$ cat config.mk
export PLATFORM = sky130hd
export DESIGN_NAME = maxnet_sched
export DESIGN_NICKNAME = d
export VERILOG_FILES = /design/src/rtl/maxnet_pkg.sv /design/src/rtl/rr_arbiter.sv /design/src/rtl/maxnet_sched.sv
export SDC_FILE = /design/constraint.sdc
export NUM_CORES = 1
export LEC_CHECK = 0
export CORE_MARGIN = 3
export CORE_UTILIZATION = 42
export CTS_CLUSTER_DIAMETER = 50
export CTS_CLUSTER_SIZE = 10
export DETAILED_ROUTE_END_ITERATION = 16
export PLACE_DENSITY = 0.77
export SETUP_SLACK_MARGIN = 0.3
export SLEW_MARGIN = 25
export SYNTH_ARGS = -nofsm -noshare
export SYNTH_HDL_FRONTEND = slang
export SYNTH_SLANG_ARGS = --single-unit
export TNS_END_PERCENT = 1
$ cat constraint.sdc
create_clock -name clk -period 2.1 [get_ports clk]
set_input_delay 0.42 -clock clk [delete_from_list [all_inputs] [get_ports clk]]
set_output_delay 0.42 -clock clk [all_outputs]
set_load 0.005 [all_outputs]
$ cat src/rtl/maxnet_pkg.sv
// Shared types and helpers for the maxnet scheduler: FSM state encoding,
// default result width and watchdog counter sizing.
package maxnet_pkg;

  typedef enum logic [2:0] {
    ST_IDLE    = 3'd0,
    ST_START   = 3'd1,
    ST_WAIT    = 3'd2,
    ST_RESP    = 3'd3,
    ST_RECOVER = 3'd4
  } state_t;

  localparam int RES_W_DEF = 32;

  // The watchdog only has to count 0..timeout-1.
  function automatic int wd_width(input int timeout);
    return (timeout <= 2) ? 1 : $clog2(timeout);
  endfunction

endpackage

$ cat src/rtl/rr_arbiter.sv
// Combinational round-robin pick: first set request at or above ptr,
// wrapping around, returned as a one-hot vector plus its index.
module rr_arbiter #(
  parameter int N_REQ = 4
) (
  input  logic [N_REQ-1:0]         req,
  input  logic [$clog2(N_REQ)-1:0] ptr,
  output logic [N_REQ-1:0]         gnt,
  output logic [$clog2(N_REQ)-1:0] gnt_idx
);

  localparam int IDX_W = $clog2(N_REQ);

  logic             found;
  int               cand;
  logic [IDX_W-1:0] cidx;

  always_comb begin
    gnt     = '0;
    gnt_idx = '0;
    found   = 1'b0;
    cand    = 0;
    cidx    = '0;
    for (int i = 0; i < N_REQ; i++) begin
      // Candidate index ptr+i reduced modulo N_REQ without a divider.
      cand = int'(ptr) + i;
      if (cand >= N_REQ) cand = cand - N_REQ;
      cidx = IDX_W'(cand);
      if (!found && req[cidx]) begin
        found     = 1'b1;
        gnt[cidx] = 1'b1;
        gnt_idx   = cidx;
      end
    end
  end

endmodule

$ cat src/rtl/maxnet_sched.sv
// Round-robin scheduler sharing one maxnet engine between N_REQ requesters,
// with a watchdog that aborts and resets a hung engine.
module maxnet_sched
  import maxnet_pkg::*;
#(
  parameter int N_REQ   = 4,
  parameter int TIMEOUT = 1024,
  parameter int RES_W   = RES_W_DEF
) (
  input  logic                     clk,
  input  logic                     rst,
  input  logic [N_REQ-1:0]         req,
  output logic [N_REQ-1:0]         grant,
  output logic                     resp_valid,
  output logic [$clog2(N_REQ)-1:0] resp_id,
  output logic [RES_W-1:0]         resp_data,
  output logic                     resp_err,
  output logic                     busy,
  output logic                     mx_start,
  output logic                     mx_rst,
  input  logic                     mx_done,
  input  logic [RES_W-1:0]         mx_result,
  output state_t                   dbg_state
);

  localparam int IDX_W = $clog2(N_REQ);
  localparam int WD_W  = wd_width(TIMEOUT);
  localparam logic [WD_W-1:0]  WD_LAST  = WD_W'(TIMEOUT - 1);
  localparam logic [IDX_W-1:0] IDX_LAST = IDX_W'(N_REQ - 1);

  // Handshake: req is a level held by the client until its resp_valid pulse;
  // resp_valid is a single-cycle strobe with no back-pressure, and the
  // engine sees a one-cycle mx_start per grant and answers with mx_done
  // as a level, only honoured while in WAIT.

  state_t             state_q, state_d;
  logic [IDX_W-1:0]   ptr_q;
  logic [IDX_W-1:0]   gidx_q;
  logic [WD_W-1:0]    wd_cnt_q;
  logic [N_REQ-1:0]   arb_gnt;
  logic [IDX_W-1:0]   arb_idx;

  rr_arbiter #(.N_REQ(N_REQ)) u_arb (
    .req     (req),
    .ptr     (ptr_q),
    .gnt     (arb_gnt),
    .gnt_idx (arb_idx)
  );

  always_ff @(posedge clk) begin
    if (rst) state_q <= ST_IDLE;
    else     state_q <= state_d;
  end

  always_comb begin
    state_d    = state_q;
    busy       = 1'b1;
    mx_start   = 1'b0;
    resp_valid = 1'b0;
    case (state_q)
      ST_IDLE: begin
        busy = 1'b0;
        if (|req) state_d = ST_START;
      end
      ST_START: begin
        mx_start = 1'b1;
        state_d  = ST_WAIT;
      end
      ST_WAIT: begin
        // A done arriving on the last watchdog cycle still counts as success.
        if (mx_done)                   state_d = ST_RESP;
        else if (wd_cnt_q == WD_LAST)  state_d = ST_RECOVER;
      end
      ST_RECOVER: state_d = ST_RESP;
      ST_RESP: begin
        resp_valid = 1'b1;
        state_d    = ST_IDLE;
      end
      default: state_d = ST_IDLE;
    endcase
  end

  assign mx_rst    = rst | (state_q == ST_RECOVER);
  assign dbg_state = state_q;

  always_ff @(posedge clk) begin
    if (rst) begin
      ptr_q     <= '0;
      gidx_q    <= '0;
      grant     <= '0;
      wd_cnt_q  <= '0;
      resp_id   <= '0;
      resp_data <= '0;
      resp_err  <= 1'b0;
    end else begin
      case (state_q)
        ST_IDLE: begin
          if (|req) begin
            grant  <= arb_gnt;
            gidx_q <= arb_idx;
          end
        end
        ST_START: wd_cnt_q <= '0;
        ST_WAIT: begin
          wd_cnt_q <= wd_cnt_q + WD_W'(1);
          if (mx_done) begin
            resp_data <= mx_result;
            resp_err  <= 1'b0;
            resp_id   <= gidx_q;
          end
        end
        // Response fields are loaded on the way into RESP so they only
        // change when a new response is presented.
        ST_RECOVER: begin
          resp_data <= '0;
          resp_err  <= 1'b1;
          resp_id   <= gidx_q;
        end
        ST_RESP: begin
          grant <= '0;
          ptr_q <= (gidx_q == IDX_LAST) ? '0 : gidx_q + IDX_W'(1);
        end
        default: ;
      endcase
    end
  end

endmodule

# Word-level counts from Yosys, hierarchy flattened
# Index checks and enable logic that the tools add are counted.
op_classes:
  n_addsub: 9
  n_bitwise: 4
  eq_ne: 9
  reduce_logical: 19
  muxes: 48
  magnitude_cmp: 12
ops:
  columns: ["operator", "n"]
  rows:
  - ["one-hot mux 32 bit (2 select lines)", 1]
  - ["2-to-1 mux 32 bit", 1]
  - ["2-to-1 mux 2 bit", 10]
  - ["2-to-1 mux 4 bit", 5]
  - ["one-hot mux 10 bit (2 select lines)", 1]
  - ["2-to-1 mux 1 bit", 15]
  - ["less-than comparator 2 x 3 -> 1 bit, second input constant", 4]
  - ["OR 4 bit", 3]
  - ["one-hot mux 3 bit (4 select lines)", 1]
  - ["adder 10 x 1 -> 10 bit, second input constant", 1]
  - ["equality test 10 bit, second input constant", 1]
  - [">= comparator 3 bit, second input constant", 3]
  - ["2-to-1 mux 3 bit", 3]
  - ["binary-select mux 1 bit (select 2 bit)", 4]
  - ["demux 1 bit (select 2 bit)", 4]
  - [">= comparator 2 x 1 -> 1 bit, second input constant", 4]
  - ["one-hot mux 4 bit (2 select lines)", 1]
  - ["AND reduction 2 bit", 4]
  - ["subtractor 2 x 1 -> 2 bit, second input constant", 4]
  - ["logical AND 1 bit", 7]
  - ["adder 2 x 2 -> 3 bit, second input constant", 2]
  - ["equality test 3 x 2 -> 1 bit, second input constant", 2]
  - ["nonzero test 2 bit", 3]
  - ["inequality test 2 bit, second input constant", 2]
  - ["13 further kinds", 15]
totals:
  wordCells: 109
  output_inout_bits: 46
  inputBits: 39
  reg_bits: 56

# Logic depth before layout (Yosys ltp)
depth:
  ltp_word: 16
  depth_mapped: 8
  mapped_depth_nobuf: 7

# Modules after synthesis
# From an unflattened synthesis, not the netlist that was laid out.
unflattened:
  cells_unflattened: 355
  hier_area_um2: 2847.7
by_module_without_submodules:
  columns: ["module", "seq_area_each_um2", "n_inst", "cells_per_inst", "area_per_inst_um2"]
  rows:
  - ["maxnet_sched", 1121.1, 1, 290, 2358.5]
  - ["rr_arbiter", 0.0, 1, 65, 489.2]

# Worst setup path before layout
# Ideal clock, no wire load.
synth_timing:
  kind: "reg2reg"
  start: "reg ptr_q[0]"
  end: "reg grant[1]"
  path_buffers: 1
  slack_ns: 0.022
  t_arrival_ns: 1.987
  t_required_ns: 2.009
  stages_incl_launch_ff: 9
  path_cell_list: "dfxtp_1 buf_6 inv_1 ha_1 mux4_2 nor2b_4 a22o_1 mux2i_1 a311oi_1"
synth_between:
  elab_chain_len: 16
  word_cells_on_any_way: 61
synth_lines:
  columns: ["element", "line_no", "source"]
  rows:
  - ["start: declaration", "maxnet_sched.sv:37", "logic [IDX_W-1:0] ptr_q;"]
  - ["start signal: assignment", "maxnet_sched.sv:121", "ptr_q <= (gidx_q == IDX_LAST) ? '0 : gidx_q + IDX_W'(1);"]
  - ["branches (longest 13 deep; another with adder 2 x 1 -> 3 bit)", null, null]
  - ["2-to-1 mux 4 bit *", "rr_arbiter.sv:29", "if (!found && req[cidx]) begin"]
  - ["2-to-1 mux 4 bit *", "maxnet_sched.sv:98", "if (|req) begin"]
  - ["one-hot mux 4 bit (2 select lines) *", "maxnet_sched.sv:96", "case (state_q)"]
  - ["end signal: assignment", "maxnet_sched.sv:99", "grant <= arb_gnt;"]
  - ["end: declaration", "maxnet_sched.sv:13", "output logic [N_REQ-1:0] grant,"]
# Mark *: on every way between the ends. The select of a mux whose other input is x is not followed.
# A chain may end at the register's enable or synchronous reset.

# Worst setup path after layout
# Same ends and word-level chain as after synthesis.

==> run_results.csv <==
group,metric,value,unit
setup_path,path_class,"register to register",
setup_path,r2r-end,"grant[1]",
setup_path,rr_startpoint,"ptr_q[0]",
clocking,cts_buffers,5,
final_layout,synthToLayoutAreaGrowth,46.4,%
setup_path,cp_max_fo,5,
pwr,vdd.ir_drop.worst,0.000403,V
timing,worstMarginPinSlew,0.467,ns
placed_design,placed_area,0.00368,mm2
final_layout,fin_util,0.646,
placed_design,place.gp.congestion,0.818,
timing,clock-skew-final,0.00554,ns
timing,drv_slew,0,
setup_path,crit_required,2.30,ns
pwr,p_per_area,705,mW/mm2
final_layout,final_cells,492,
clocking,cts_tree,"done",
setup_path,cp.arrival,2.14,ns
route,firstDrtPassIters,4,
floorplanning,ioPinCount,85,
clocking,clkSlewWorstSetupHoldPaths,0.10,ns
route,drc,0,
route,wire_per_inst,13.6,um
clocking,insertion_delay,0.30,ns
final_layout,antenna_cells,0,
timing,post-route-min-period,1.94,ns
logic_synthesis,avgSynthCellArea,8.39,um2
logic_synthesis,ys_types,44,
final_layout,final_nets,465,
worst_hold_path,min_from,"resp_data[31]",
grt,antenna_found_initial,0,
setup_path,cp-end-kind,"register",
route,num_vias,2525,
floorplanning,die_h,85.3,um
timing,slew_headroom,0.687,
clocking,cts.hold.buffers_added,0,
floorplanning,start_util,0.441,
timing,finalSetupViolCount,0,
clocking,clockBufferDepth,2,
final_layout,num-fill-cells,498,
placed_design,dpl.hpwl,4820,um
grt,overflow,0,
grt,grt_max_degree,33,
final_layout,fin_area,0.00387,mm2
grt,grt_pass1_vias,2341,
clocking,root_buffer,"clkbuf_8",
floorplanning,die_w,85.3,um
grt,grt_use_total,0.172,
timing,fin_setup_tns,0,ns
setup_path,worstSetupStartpointType,"register",
route,postRouteAntennaNets,0,
outcome,run_status,"finished, final reports clean",
worst_hold_path,min_path_cells,2,
logic_synthesis,yosysSeqAreaShare,0.424,
setup_path,r2r_slack,0.16,ns
logic_synthesis,ys_ff_latch,56,
floorplanning,core.rowCount,28,
floorplanning,core_area,0.00599,mm2
final_layout,final_common_cell,"nand2_1",
worst_hold_path,worstHoldPathType,"register to register",
logic_synthesis,synth_cells,315,
final_layout,seqCellArea,0.00113,mm2
placed_design,port_buffers,84,
grt,grt_pass1_wl,10400,um
clocking,cts-htree-levels,2,
clocking,cts.sinks,56,
placed_design,place_inst,477,
setup_path,rr_worst_depth,7,
final_layout,multi_input_area,0.00146,mm2
worst_hold_path,hold_end,"resp_data[31]",
timing,fmax,516,MHz
floorplanning,dieArea,0.00728,mm2
run,maxCapViolations,0,
route,viasPerCell,5.13,
logic_synthesis,synth_nets,364,
final_layout,layout-drive-gt1-share,0.134,
route,first_iter_violations,117,
route,drt-total-wl,6700,um
pwr,power_leakage,1.45,nW
logic_synthesis,yosys_warnings,0,
final_layout,layout_common_cells,"nand2_1 (80), clkdlybuf4s50_1 (77), dfxtp_1 (52), a21oi_1 (49), buf_4 (26)",
timing,period_share,0.923,
logic_synthesis,netlist_area,0.00264,mm2
timing,hold_violations,0,
timing,rsz0062_at_grt,"true",
[critical path, stage by stage, from the launching register on]
cell      delay (ns)
dfxtp_4         0.42
inv_6           0.05
ha_4            0.27
mux4_2          0.40
nor2b_4         0.19
a22o_1          0.14
mux2i_1         0.07
a311oi_1        0.30
[registers in the layout, indices dropped and copies added, names as in the netlist]
register and cells:
ptr_q 2, grant 4, resp_id 2, resp_data 32
dbg_state 3, wd_cnt_q 10, gidx_q 2, resp_err 1
[routing by layer]
metal / wire, um / GRT usage / share of wire
met5: 0 / 0 / 0
met4: 48 / 0.0417 / 0.0072
met3: 344 / 0.0417 / 0.051
met2: 3490 / 0.315 / 0.52
met1: 2810 / 0.200 / 0.42
[layout make-up]
type | instances | area share
Inverter | 5 | 0.00615
Clock buffer | 6 | 0.0188
Multi-Input combinational cell | 236 | 0.377
Tap cell | 75 | 0.0243
Sequential cell | 56 | 0.292
Clock inverter | 2 | 0.00421
Timing Repair Buffer | 112 | 0.278
[per-stage QoR]
step | power [W] | hold WS, ns | setup slack [ns]
6_report | 0.00273 | 0.459 | 0.162
5_1_grt | 0.00288 | 0.480 | 0.0875
4_1_cts | 0.00271 | 0.462 | 0.0955
3_5_place_dp | 0.00212 | 0.447 | -0.216
3_3_place_gp | 0.00210 | 0.441 | -0.0884
2_1_floorplan | 0.00171 | 0.453 | 0.197
[repair_timing]
item,in CTS,in global routing
resized for setup,6,12
setup buffers,2,5
endpoints found under the setup margin,15,46
pin swaps,0,3
[worst max path at each step]
stage                   from        to  slack [ns]  cells after the start
floorplan           ptr_q[0]  grant[1]        0.20                      8
global placement      req[0]  grant[2]       -0.09                      6
detailed placement    req[0]  grant[1]       -0.22                      6
CTS                   req[0]  grant[1]         0.1                      6
global route        ptr_q[0]  grant[2]        0.09                      7
finish              ptr_q[0]  grant[1]        0.16                      7
[kinds of logic after synthesis]
| group | count (synthesis) | synth area share |
|---|---|---|
| compound gates | 73 | 0.164 |
| fa+ha+maj | 10 | 0.0474 |
| flops | 56 | 0.424 |
| simple gates | 135 | 0.237 |
| buf+inv | 23 | 0.0388 |
| mux | 18 | 0.0881 |
[cell usage after synthesis, drive strengths merged]
library cell / n / area share
nand2: 80 / 0.11
dfxtp: 56 / 0.42
a21oi: 49 / 0.093
nor2: 22 / 0.031
mux2i: 12 / 0.047
clkbuf: 10 / 0.014
ha: 10 / 0.047
buf: 8 / 0.018
nand2b: 6 / 0.017
nor3: 6 / 0.018
a311oi: 5 / 0.017
inv: 5 / 0.0071
nand3: 5 / 0.0095
a22o: 4 / 0.013
nand3b: 4 / 0.011
o21ai: 4 / 0.0076
a211oi: 3 / 0.0085
mux2: 3 / 0.013
mux4: 3 / 0.028
nor2b: 2 / 0.0076
o21bai: 2 / 0.0057
or3b: 2 / 0.0066
or4: 2 / 0.0057
a21o: 1 / 0.0028
a22oi: 1 / 0.0028
a32o: 1 / 0.0038
and2: 1 / 0.0024
and3: 1 / 0.0024
nand4: 1 / 0.0024
nor3b: 1 / 0.0047
nor4: 1 / 0.0024
o311a: 1 / 0.0038
o311ai: 1 / 0.0033
o41ai: 1 / 0.0033
or3: 1 / 0.0024
[power by group]
group | total, W | switching [W] | internal, W
clock | 0.000582 | 0.000344 | 0.000238
sequential | 0.00122 | 0.0000612 | 0.00116
combinational | 0.000924 | 0.000425 | 0.000500
total | 0.00273 | 0.000830 | 0.00190
Note: power is estimated with default switching activity, not from simulation.
